--- src/rtl/nv_nvdla_csb2apb.sv ---
// CSB slave to APB master bridge, one outstanding transfer; zero-wait read responds 3 cycles after accept.
// Backpressure: csb2nvdla_ready is high only in IDLE, so pready wait states and timeouts stall new requests.
module nv_nvdla_csb2apb #(
  parameter logic [31:0] PADDR_BASE  = 32'h0000_0000,
  parameter int          TIMEOUT_CYC = 255
) (
  input  logic        pclk,
  input  logic        prst,
  input  logic        csb2nvdla_valid,
  output logic        csb2nvdla_ready,
  input  logic [15:0] csb2nvdla_addr,
  input  logic [31:0] csb2nvdla_wdat,
  input  logic        csb2nvdla_write,
  input  logic        csb2nvdla_nposted,
  output logic        nvdla2csb_valid,
  output logic [31:0] nvdla2csb_data,
  output logic        nvdla2csb_wr_complete,
  output logic        psel,
  output logic        penable,
  output logic        pwrite,
  output logic [31:0] paddr,
  output logic [31:0] pwdata,
  input  logic [31:0] prdata,
  input  logic        pready,
  input  logic        pslverr,
  output logic        apb_err
);

  localparam int CW = $clog2(TIMEOUT_CYC + 2);
  localparam logic [CW-1:0] TO_LIMIT = CW'(TIMEOUT_CYC);

  typedef enum logic [1:0] {
    IDLE   = 2'd0,
    SETUP  = 2'd1,
    ACCESS = 2'd2,
    RESP   = 2'd3
  } state_t;

  state_t      r_state;
  state_t      w_state_nxt;

  logic          r_write;
  logic          r_nposted;
  logic          r_psel;
  logic          r_penable;
  logic [31:0]   r_paddr;
  logic [31:0]   r_pwdata;
  logic [31:0]   r_rdata;
  logic          r_rsp_vld;
  logic          r_wr_cmp;
  logic          r_apb_err;
  logic [CW-1:0] r_cnt;

  logic          w_accept;
  logic          w_done;
  logic          w_err;
  logic          w_timeout;
  logic [CW-1:0] w_cnt_inc;

  assign csb2nvdla_ready = (r_state == IDLE) & ~prst;
  assign w_accept        = csb2nvdla_valid & csb2nvdla_ready;
  assign w_cnt_inc       = r_cnt + 1'b1;
  // The wait that would bring the counter up to the limit is the last one.
  assign w_timeout       = (TIMEOUT_CYC != 0) && !pready && (w_cnt_inc == TO_LIMIT);

  always_ff @(posedge pclk) begin
    if (prst) begin
      r_state <= IDLE;
    end else begin
      r_state <= w_state_nxt;
    end
  end

  always_comb begin
    w_state_nxt = r_state;
    w_done      = 1'b0;
    w_err       = 1'b0;
    case (r_state)
      IDLE: begin
        if (w_accept) begin
          w_state_nxt = SETUP;
        end
      end
      SETUP: begin
        w_state_nxt = ACCESS;
      end
      ACCESS: begin
        if (pready) begin
          w_done = 1'b1;
          w_err  = pslverr;
        end else if (w_timeout) begin
          w_done = 1'b1;
          w_err  = 1'b1;
        end
        if (w_done) begin
          w_state_nxt = (r_write && !r_nposted) ? IDLE : RESP;
        end
      end
      RESP: begin
        w_state_nxt = IDLE;
      end
      default: begin
        w_state_nxt = IDLE;
      end
    endcase
  end

  always_ff @(posedge pclk) begin
    if (prst) begin
      r_write   <= 1'b0;
      r_nposted <= 1'b0;
      r_psel    <= 1'b0;
      r_penable <= 1'b0;
      r_paddr   <= 32'h0;
      r_pwdata  <= 32'h0;
      r_rdata   <= 32'h0;
      r_rsp_vld <= 1'b0;
      r_wr_cmp  <= 1'b0;
      r_apb_err <= 1'b0;
      r_cnt     <= '0;
    end else begin
      r_rsp_vld <= w_done & ~r_write;
      r_wr_cmp  <= w_done & r_write & r_nposted;
      r_apb_err <= w_done & w_err;
      case (r_state)
        IDLE: begin
          if (w_accept) begin
            r_write   <= csb2nvdla_write;
            r_nposted <= csb2nvdla_nposted;
            r_paddr   <= {PADDR_BASE[31:18], csb2nvdla_addr, 2'b00};
            r_pwdata  <= csb2nvdla_wdat;
            r_psel    <= 1'b1;
          end
        end
        SETUP: begin
          r_penable <= 1'b1;
          r_cnt     <= '0;
        end
        ACCESS: begin
          if (w_done) begin
            r_psel    <= 1'b0;
            r_penable <= 1'b0;
            if (!r_write) begin
              r_rdata <= w_err ? 32'h0 : prdata;
            end
          end else begin
            r_cnt <= w_cnt_inc;
          end
        end
        default: begin
        end
      endcase
    end
  end

  assign psel                  = r_psel;
  assign penable               = r_penable;
  assign pwrite                = r_write;
  assign paddr                 = r_paddr;
  assign pwdata                = r_pwdata;
  assign nvdla2csb_valid       = r_rsp_vld;
  assign nvdla2csb_wr_complete = r_wr_cmp;
  assign nvdla2csb_data        = r_rdata;
  assign apb_err               = r_apb_err;

endmodule

--- config.mk ---
export PLATFORM = sky130hd
export DESIGN_NAME = nv_nvdla_csb2apb
export DESIGN_NICKNAME = d
export VERILOG_FILES = /design/src/rtl/nv_nvdla_csb2apb.sv
export SDC_FILE = /design/constraint.sdc
export NUM_CORES = 1
export LEC_CHECK = 0
export ABC_AREA = 0
export BUFFER_PORTS_ARGS = -buffer_cell sky130_fd_sc_hd__buf_2
export CORE_ASPECT_RATIO = 1.4
export CORE_UTILIZATION = 40
export DETAILED_ROUTE_END_ITERATION = 16
export PLACE_DENSITY = 0.82
export SLEW_MARGIN = 25
export SYNTH_ARGS = -nofsm -noshare
export SYNTH_HDL_FRONTEND = slang
export SYNTH_SLANG_ARGS = --single-unit
--- constraint.sdc ---
create_clock -name pclk -period 4.9 [get_ports pclk]
set_clock_uncertainty 0.05 [all_clocks]
set_input_delay 0.98 -clock pclk [delete_from_list [all_inputs] [get_ports pclk]]
set_output_delay 0.98 -clock pclk [all_outputs]
set_load 0.01 [all_outputs]
==> reports/results.ini <==
[finish]
diodes = 0
finalNetCount = 657
area_growth_pct = 32.08
layout-drive-gt1-share_pct = 35.08

[power_and_ir_drop]
fin_total_pwr_mw = 1.802
sequentialPowerShare_pct = 48.8
p_sw_share_pct = 24.51
powerDensity_nw_per_um2 = 374.1
internal-power_mw = 1.360
netSwitchingPower_uw = 441.7
irDropWorstVdd_v = 0.0002416
clock_power_share_pct = 39.3
p_leak_nw = 2.271
combPwrFrac_pct = 11.9

[die]
die_h_um = 115.0
core_um2 = 8708
rows = 40
fp.dieW_um = 82.70
io_pins = 190
start_util_pct = 41.88
die_area_um2 = 9509

[yosys]
netlist_instances = 407
yosysSeqAreaShare_pct = 53.79
synth_area_um2 = 3647
synth_cell_types = 45
synth_edf_count = 0
synth.top_cell.area_share_pct = 53.79
syn_avg_cell_area_um2 = 8.961
synthArstFlopShare_pct = 0
synth_commonest_cells = 106 x nand2_1, 98 x dfxtp_1, 50 x o21ai_0
synth_top_area_cell = dfxtp_1
synth_warnings = 0
ys_ff_latch = 98
synth-main-ff-cell = dfxtp_1
yosys-top-cells-area = dfxtp_1 54%, nand2_1 11%, a22o_1 7.7%
synth_most_common_cell = nand2_1

[timing]
rsz0062_at_grt = no
fin_setup_tns_ns = 0
hold_violations = 0
min_period_ns = 2.619
finalSetupViolations = 0
hold_ws_ns = 0.4032
layout_setup_ws_ns = 2.281
slew_headroom_pct = 40.56
final_max_slew_viol_count = 0
worstMarginPinSlew_ns = 0.8903
layout_worst_path_cycle_share_pct = 53.46
fmax_mhz = 381.8

[critical_path]
endpoint_kind = register
path_cells = buf_2, nor3_1, and2_2, buf_4, o21ai_0
cp_slowest_cell = and2_2
start_kind = input pin
worst-path-max-fanout = 60
max_stage_delay_ns = 0.76
cp_data_arrival_time_ns = 2.77
worstSetupPathType = input pin to register
crit_required_ns = 5.05

[worst_hold_path]
hold_class = register to register

[clocking]
clock-sinks = 98
hold_buffers = 0
clock-root-buffer = clkbuf_16
cts_tree = built
cts-buffers-inserted = 9
postCtsSetupBuffers = 0
clk_pin_slew_ns = 0.06
htreeDepth = 3
clockBufferDepth = 2
ctsResizeCount = 0
insertion_delay_ns = 0.34

[drt]
drc = 0
via_per_inst = 4.937
wl_per_cell_um = 12.79
vias = 3347
drt_iter0_markers = 137
wl_mm = 8.671
first_pass_iters = 4
ant_nets = 0

[placement]
place_hpwl_mm = 6.310
numPortBuffers = 173
post-place-ws_ns = 1.902
finalWeightedCongestion = 0.8680

[global_routing]
grt_max_degree = 61
grt_pass1_vias = 3063
grt_pass1_wl_mm = 12.90
antenna_found_initial = 2
grt_usage_pct = 17.76
grt_overflow_total = 0

[job]
cap_violations = 0

[run_status]
status = finished clean

## stage by stage
stage	cells	instance area [um^2]	util (%)
after floorplan	422	3704	-
after global placement	662	4511	51.80
after detailed placement	662	4511	51.80
after CTS	678	4817	55.32
after global routing	678	4817	55.32
final	678	4817	55.32
## registers in the layout, summed over array words and instances, names as in the netlist
register	count
nvdla2csb_data	32
pwdata	32
apb_err	1
nvdla2csb_valid	1
paddr	16
r_nposted	1
r_state	2
pwrite	1
nvdla2csb_wr_complete	1
psel	1
penable	1
r_cnt	9
## layer usage
metal  wire, um  global-route usage, %  vias up
li1           -                      -     1695
met1       3625                  18.66     1486
met2       4164                  31.15      147
met3        745                  5.952       15
met4        110                  8.276        4
met5         26                      0        -
## path summary, 6_finish.rpt
| kind | slack, ns | startpoint | cells past startpoint | to |
|---|---|---|---|---|
| worst max-delay path | 2.28 | prst | 5 | pwdata[9]$_SDFFE_PP0P_ |
| worst min register to register | 0.40 | pwdata[2]$_SDFFE_PP0P_ | 2 | pwdata[2]$_SDFFE_PP0P_ |
| worst max register to register | 2.50 | r_cnt[0]$_SDFFE_PP0P_ | 7 | r_state[1]$_SDFFE_PP0P_ |
| worst min-delay path | 0.40 | pwdata[2]$_SDFFE_PP0P_ | 2 | pwdata[2]$_SDFFE_PP0P_ |
## power groups by stage
stage / logic [mW] / clock network [mW] / registers [mW]
floorplan: 0.0987 / 0 / 0.918
CTS: 0.216 / 0.727 / 0.879
detailed placement: 0.216 / 0 / 0.897
global placement: 0.210 / 0 / 0.895
global route: 0.242 / 0.764 / 0.886
finish: 0.214 / 0.708 / 0.880
## logic make-up after synthesis
logic type	synth area share [%]
flops	53.79
compound gates	20.62
mux	0.2745
simple gates	17.39
fa+ha+maj	0.6860
buf+inv	6.655
xor+xnor	0.4804
other cells	0.1028
## area by class of cell
type	instances	area [um^2]
fillers	767	3891
multi-input cells	277	1506
clock inverters	4	50.05
well taps	105	131.4
inverters	6	22.52
flip-flops and latches	98	1962
clock buffers	12	256.5
repair buffers	176	888.4
## cells in the final DEF (no fill, tap or decap), types with 2 or more instances in the layout
cell,n
a31oi_1,2
o31a_1,2
o21ai_1,2
inv_1,5
clkinvlp_4,2
o2bb2ai_1,2
buf_2,173
and2_1,3
nor3_1,4
nand3_1,9
a22o_1,32
o31ai_1,6
dfxtp_1,98
buf_4,3
nand2b_1,4
nor2b_1,2
and3_1,3
conb_1,16
a31o_2,2
nand2_1,106
o22ai_1,2
ha_1,2
nor2_1,6
nor4_1,2
clkbuf_16,9
clkbuf_8,2
o21ai_0,50
## worst max-delay path, delay by kind of cell
family,cells,cell delay (ns)
simple gates,2,0.94
compound gates,1,0.16
buf+inv,2,0.66
Power figures use the tool's default switching activity.
